## config.mk

```make
export PLATFORM = sky130hd
export DESIGN_NAME = imem_loader
export DESIGN_NICKNAME = d
export VERILOG_FILES = /design/src/rtl/imem_loader.sv
export SDC_FILE = /design/constraint.sdc
export NUM_CORES = 1
export LEC_CHECK = 0
export BUFFER_PORTS_ARGS = -buffer_cell sky130_fd_sc_hd__buf_2
export CAP_MARGIN = 20
export CELL_PAD_IN_SITES_DETAIL_PLACEMENT = 0
export CELL_PAD_IN_SITES_GLOBAL_PLACEMENT = 1
export CORE_MARGIN = 4
export CORE_UTILIZATION = 42
export CTS_BUF_LIST = sky130_fd_sc_hd__clkbuf_4 sky130_fd_sc_hd__clkbuf_8
export DETAILED_ROUTE_END_ITERATION = 10
export GPL_TIMING_DRIVEN = 0
export PLACE_DENSITY = 0.86
export RECOVER_POWER = 50
export SLEW_MARGIN = 20
export SYNTH_ARGS = -nofsm -noshare
export SYNTH_HDL_FRONTEND = slang
export SYNTH_SLANG_ARGS = --single-unit
export TNS_END_PERCENT = 30
```

## constraint.sdc

```tcl
create_clock -name clk -period 2.2 [get_ports clk]
set_input_delay 0.11 -clock clk [delete_from_list [all_inputs] [get_ports clk]]
set_output_delay 0.11 -clock clk [all_outputs]
set_load 0.1 [all_outputs]
```

## src/rtl/imem_loader.sv

```systemverilog
// imem_loader: streams 32-bit instruction words from a host over valid/ready
// and writes them little-endian, one byte per cycle, into the byte-addressed
// instruction memory. busy holds the core off until the image is in place.
module imem_loader #(
  parameter int MEM_BYTES = 32,
  parameter int ADDR_W    = 5
) (
  input  logic              clk,
  input  logic              reset,
  input  logic              start,
  input  logic [ADDR_W-1:0] num_words,
  input  logic              in_valid,
  input  logic [31:0]       in_data,
  output logic              in_ready,
  output logic              mem_we,
  output logic [ADDR_W-1:0] mem_addr,
  output logic [7:0]        mem_wdata,
  output logic              busy,
  output logic              done,
  output logic [ADDR_W-1:0] words_loaded
);

  localparam logic [1:0] S_IDLE   = 2'd0;
  localparam logic [1:0] S_ACCEPT = 2'd1;
  localparam logic [1:0] S_WRITE  = 2'd2;
  localparam logic [1:0] S_DONE   = 2'd3;

  localparam logic [ADDR_W-1:0] MAX_WORDS = ADDR_W'(MEM_BYTES / 4);

  logic [1:0]        state;
  logic [ADDR_W-1:0] target;
  logic [ADDR_W-1:0] base_addr;
  logic [31:0]       word_q;
  logic [1:0]        byte_idx;

  logic [ADDR_W-1:0] start_target;
  logic [ADDR_W-1:0] wl_next;
  logic [7:0]        next_byte;

  // Clamped load length, next word count, and the byte following byte_idx
  always_comb begin
    start_target = (num_words > MAX_WORDS) ? MAX_WORDS : num_words;
    wl_next      = words_loaded + ADDR_W'(1);
    next_byte    = word_q[7:0];
    case (byte_idx)
      2'd0:    next_byte = word_q[15:8];
      2'd1:    next_byte = word_q[23:16];
      2'd2:    next_byte = word_q[31:24];
      default: next_byte = word_q[7:0];
    endcase
  end

  // Load FSM; byte 0 is issued on the handshake edge so writes start at T+1
  always_ff @(posedge clk) begin
    if (reset) begin
      state        <= S_IDLE;
      target       <= '0;
      base_addr    <= '0;
      word_q       <= '0;
      byte_idx     <= '0;
      in_ready     <= 1'b0;
      mem_we       <= 1'b0;
      mem_addr     <= '0;
      mem_wdata    <= '0;
      busy         <= 1'b0;
      done         <= 1'b0;
      words_loaded <= '0;
    end else begin
      case (state)
        S_IDLE, S_DONE: begin
          mem_we <= 1'b0;
          if (start) begin
            target       <= start_target;
            base_addr    <= '0;
            words_loaded <= '0;
            if (start_target == '0) begin
              state <= S_DONE;
              done  <= 1'b1;
            end else begin
              state    <= S_ACCEPT;
              done     <= 1'b0;
              busy     <= 1'b1;
              in_ready <= 1'b1;
            end
          end
        end
        S_ACCEPT: begin
          mem_we <= 1'b0;
          if (in_valid && in_ready) begin
            word_q    <= in_data;
            in_ready  <= 1'b0;
            byte_idx  <= 2'd0;
            state     <= S_WRITE;
            mem_we    <= 1'b1;
            mem_addr  <= base_addr;
            mem_wdata <= in_data[7:0];
          end
        end
        S_WRITE: begin
          if (byte_idx != 2'd3) begin
            mem_we    <= 1'b1;
            mem_addr  <= mem_addr + ADDR_W'(1);
            mem_wdata <= next_byte;
            byte_idx  <= byte_idx + 2'd1;
          end else begin
            mem_we       <= 1'b0;
            words_loaded <= wl_next;
            base_addr    <= base_addr + ADDR_W'(4);
            if (wl_next == target) begin
              state <= S_DONE;
              busy  <= 1'b0;
              done  <= 1'b1;
            end else begin
              state    <= S_ACCEPT;
              in_ready <= 1'b1;
            end
          end
        end
        default: state <= S_IDLE;
      endcase
    end
  end

endmodule

```

* Word-level counts from Yosys, hierarchy flattened
Cells that the tools add are included.
Operators by class: add/sub/neg operators 4, order comparisons 1, equality and inequality tests 14, mux-type cells 39, reduce and logical (&&, ||, !) cells 15
Operators with widths (number):
- $mux W5 | 6
- $pmux W5 S2 | 3
- $pmux W8 S3 | 1
- $mux W8 | 2
- $ne A2 B2 Y1 const B | 8
- $pmux W8 S2 | 1
- $mux W2 | 7
- $mux W1 | 13
- $add A5 B1 Y5 const B | 2
- $reduce_and A5 Y1 | 2
- $reduce_and A3 Y1 | 3
- $eq A2 B2 Y1 const B | 3
- $pmux W1 S3 | 2
- $pmux W2 S3 | 1
- $add A5 B3 Y5 const B | 1
- $eq A5 B5 Y1 | 1
- $gt A5 B4 Y1 const B | 1
- $logic_not A5 Y1 | 1
- $eq A2 B1 Y1 const B | 2
- $logic_not A2 Y1 | 2
- $pmux W1 S2 | 2
- $pmux W2 S2 | 1
- $reduce_and A2 Y1 | 2
- $reduce_and A4 Y1 | 1
- other kinds (4) | 5
Word-level totals: register bits 68, input port bits 41, output and inout port bits 22, word-level logic and storage cells 85

* Logic depth before layout (Yosys ltp)
depth in word-level cells 6, depth in mapped cells 9, mapped depth without buffers 7

* Worst setup path before layout
No wires, ideal clock.
path type register to register, start point register words_loaded[0], end point register in_ready, setup time 0.079 ns, arrival time 2.353 ns, data required time 2.121 ns, slack -0.232 ns, cell stages (with the launch flop) 7, path buffers 0, clock period less this slack 2.432 ns, cell sequence dfxtp_1 -> ha_1 -> nand4b_1 -> a211oi_2 -> o311ai_2 -> o211a_1 -> a211oi_2
On the way: cells in the longest elaborated chain, start to end 4
Ends and longest elaborated chain:
- start: declaration | RTL line 20 | output logic [ADDR_W-1:0] words_loaded
- start signal: assignment | RTL line 107 | words_loaded <= wl_next;
- $add A5 B1 Y5 | RTL line 43 | wl_next = words_loaded + ADDR_W'(1);
- $eq A5 B5 Y1 | RTL line 109 | if (wl_next == target) begin
- $ne A2 B2 Y1 (no line)
- $reduce_and A5 Y1 (no line)
- end signal: assignment | RTL line 61 | in_ready <= 1'b0;
- end signal: assignment | RTL line 83 | in_ready <= 1'b1;
- end signal: assignment | RTL line 115 | in_ready <= 1'b1;
- end: declaration | RTL line 14 | output logic in_ready,
No other way between the ends. A chain may end at the register's enable or synchronous reset.

* Worst setup path in the final report
start point register state[0], end point register words_loaded[3]
On the way: cells in the longest elaborated chain, start to end 4, elaborated cells on any way between the ends 9, those cells by class eq/ne: 4; mux: 1; reduce/logical: 4
Ends and longest elaborated chain:
- start: declaration | RTL line 30 | logic [1:0] state;
- start signal: assignment | RTL line 56 | state <= S_IDLE;
- start signal: assignment | RTL line 77 | state <= S_DONE;
- start signal: assignment | RTL line 80 | state <= S_ACCEPT;
- $eq A2 B2 Y1 / $logic_not A2 Y1 (equally long branches) | RTL line 69 | case (state)
- $reduce_or A2 Y1 | RTL line 69
- $ne A2 B2 Y1 (no line) / $reduce_bool A2 Y1 (equally long branches)
- $reduce_and A3 Y1 (no line)
Parallel ways exist; a longest one is shown, timed or not.

==> impl_results.md <==
* Outcome: complete, no violations
* Slowest CP cell: nor3_1
* TritonRoute pass-1 iters at 4
* Pint at 2.49 mW
* Net count, final at between 500 and 600
* Setup TNS Final at 0 ns
* Post-CTS sizing at 0
* Filler cells at ~670
* Routed wire length at roughly 8100 um
* Gp weighted congestion at 0.809
* Critical Path RT at between 2 and 2.5 ns
* HP Class: input pin to flop
* Final instance area at 3810 sq um
* # setup viols final at 0
* Die Y at 93.4 um
* Num CTS Buffers at 9
* Core area at 6940 sq um
* Slew Limit Headroom at about 22%
* Synth Warn # at 0
* Final min period at 2.03 ns
* Kind of critical path: flop to flop
* Worst Setup Start Kind: flop
* Placed Instance Area at 3490 sq um
* Via count at 2894
* Unique masters post-synth at 46
* Most used flip-flop cell after synthesis: dfxtp_1
* Sequential cell area fraction in the yosys report at 43.1%
* Post-Syn Area at approximately 3100 sq um
* Min Hold Slack at 0.00922 ns
* Final Max Slew Viols at 0
* Buf/Inv on CP at 1
* TritonCTS clock tree: yes
* Setup crit end kind: flop
* NetSw at 1.99 mW
* Multi-input logic area at 1560 sq um
* Die area at 8730 sq um
* First-pass GRT wire length at approximately 13000 um
* Largest net degree at the start of global routing at 12
* Async set-or-reset flop fraction in the synthesized netlist at 0%
* Vias in the first global route at between 2000 and 3000
* WP data arrival at 2.24 ns
* R2R setup slack at 0.17 ns
* Reg clk slew, reported paths at roughly 0.070 ns
* Max Fclk at 492 MHz
* Actual slew at the worst max-slew pin at 1.18 ns
* Post-Syn Nets at 422
* Initial Util at 44.1%
* Switching share of power at 44.4%
* Final Non-Filler Cells at roughly 560
* PnR Total Power at 4.49 mW
* Setup Skew at 0.00684 ns
* CTS max path bufs at 2
* Comb pwr share at 41.3%
* Buffers on Ports at 61
* Avg Cell Area, Syn at 8.26 sq um
* Root Buffer: clkbuf_8
* Clock share of power at about a quarter
* I/O pin count at 63
* Max-cap violations at 0
* Register area at 1320 sq um
* Leak Pwr at 1.43 nW
* Sequential power share at 33.0%
* Synthesis-to-finish area growth at 24.4%
* Die X at a little over 90 um
* Row count at 30
* Crit-path max cell delay at 0.52 ns
* Final Hold Vio Count at 0
* Clk_lat worst skew at 0.35 ns
* Peak supply drop at 0.489 mV
* Fraction of layout cells with a size suffix above 1 at ~16%
* Grt total ovfl at 0
* Starting DRT DRC Count at between 150 and 200
* EDFF count, synth at 0
* CTS Sinks at between 60 and 70
* H-tree Lvls at 3
* Final HPWL DP at about 5700 um
* Critical-path maximum fanout at 6
* Synth Instances at 371
* Most frequent cells in the layout: nand2_1 (89), dfxtp_1 (64), buf_2 (42), clkbuf_1 (40), a21oi_1 (40)
* Global Route Usage Sum at 18.7%
* Initial antenna violation count at 0
* Power density over the cells at 1180 nW/um^2
* Wire per inst at 14.6 um
* Placed insts at about 530
* Ant. Diodes at 0
* Commonest non-fill, non-tap cell in the layout: nand2_1
* Critical path cell sequence: inv_1 -> ha_1 -> nor2b_1 -> nor3_1 -> nand2_1 -> a22oi_1 -> nor2_1
* Vias per cell at 5.20
* Residual DRC at 0
* #FFs+latches synth at 66
* Tcrit/Tclk final at between 90% and 100%
* Post-route ant nets at 0
* Family with the most delay on the worst path: simple AND/OR/NAND/NOR gates
* RSZ-0062 raised after global routing: false
==> state kept, by name (all words and copies together), names as in the netlist <==
| register | cells |
|---|---|
| base_addr | 3 |
| busy | 1 |
| byte_idx | 2 |
| done | 1 |
| in_ready | 1 |
| mem_addr | 5 |
| mem_wdata | 8 |
| mem_we | 1 |
| state | 2 |
| target | 5 |
| word_q | 32 |
| words_loaded | 5 |
==> metal layers <==
layer  vias up  GRT usage [%]  part of all wire, %
met2        73           27.9                   45
met5         -              0                    0
met4         0           8.06                  1.7
met1      1351           25.9                   48
met3        13           3.78                  5.6
li1       1457              -                    -
==> kinds of logic (layout without fill, tap and decap cells) <==
group                      after synthesis  after routing  share of synthesized area, %
and+or+nand+nor                        150            150                          21.4
buffers and inverters                   35            125                          5.72
xor gates and xnor gates                 5              5                          1.43
DFF                                     66             66                          43.1
AOI/OAI and AO/OA                       93             93                          20.3
muxes                                   12             12                          4.00
adders and majority gates               10             10                          4.08
==> synthesized netlist by cell type (2+ instances only) <==
| library cell | number | share of area, % |
|---|---|---|
| nor3_1 | 6 | 0.98 |
| nand3_1 | 10 | 1.6 |
| and3_1 | 2 | 0.41 |
| dfxtp_1 | 66 | 43 |
| ha_1 | 10 | 4.1 |
| buf_6 | 3 | 1.1 |
| clkbuf_1 | 17 | 2.1 |
| o21a_1 | 3 | 0.73 |
| xnor2_1 | 3 | 0.86 |
| nand2_1 | 89 | 11 |
| a222oi_1 | 8 | 2.6 |
| a21oi_1 | 40 | 6.5 |
| a211oi_2 | 3 | 1.2 |
| inv_1 | 7 | 0.86 |
| nor2_1 | 29 | 3.6 |
| xor2_1 | 2 | 0.57 |
| buf_4 | 2 | 0.49 |
| o31ai_1 | 2 | 0.49 |
| mux2_2 | 2 | 0.73 |
| nor2b_1 | 2 | 0.41 |
| buf_2 | 4 | 0.65 |
| mux2i_1 | 10 | 3.3 |
| nand3b_1 | 2 | 0.49 |
| o21ai_0 | 4 | 0.65 |
| o21ai_1 | 7 | 1.1 |
| a211oi_1 | 10 | 2.4 |
| nand2b_1 | 2 | 0.41 |
| a22oi_1 | 8 | 2.0 |
==> worst register-to-register path, stage by stage, from the launching register on <==
cell     delay [ns]
dfxtp_1        0.38
inv_1          0.06
ha_1           0.36
nor2b_1        0.20
nor3_1         0.52
nand2_1        0.12
a22oi_1        0.20
nor2_1         0.06
==> power groups by stage <==
stage	clock [mW]	combinational (mW)	sequential, mW
5_1_grt	1.22	1.97	1.50
4_1_cts	1.17	1.89	1.48
3_5_place_dp	0	1.87	1.50
3_3_place_gp	0	1.86	1.49
2_1_floorplan	0	0.777	2.24
6_report	1.16	1.85	1.48
==> worst paths after layout <==
check / start / endpoint / depth (start not counted)
worst max register to register: state[0] / words_loaded[3] / 7
worst min-delay path: in_data[12] / word_q[12] / 3
worst min register to register: word_q[14] / word_q[14] / 2
worst max-delay path: state[0] / words_loaded[3] / 7
==> layout make-up <==
type	count	area share [%]
Buffer	28	3.87
Multi-Input combinational cell	270	41.0
Timing Repair Buffer	74	10.7
Tap cell	96	3.15
Inverter	7	0.689
Sequential cell	66	34.7
Clock buffer	11	3.81
Clock inverter	5	2.04
==> repair_timing <==
item                                   CTS  global route
endpoints found under the hold margin   13             0
hold buffers                            13             0
buffers inserted                         0             0
setup endpoints to repair                0             0
==> per-stage QoR <==
stage,worst slack (ns),util (%)
finish,0.169,54.9
global route,0.0136,54.9
CTS,0.207,55.4
detailed placement,0.228,50.3
global placement,0.243,50.3
floorplan,0.0490,-
Power figures use the tool's default switching activity.
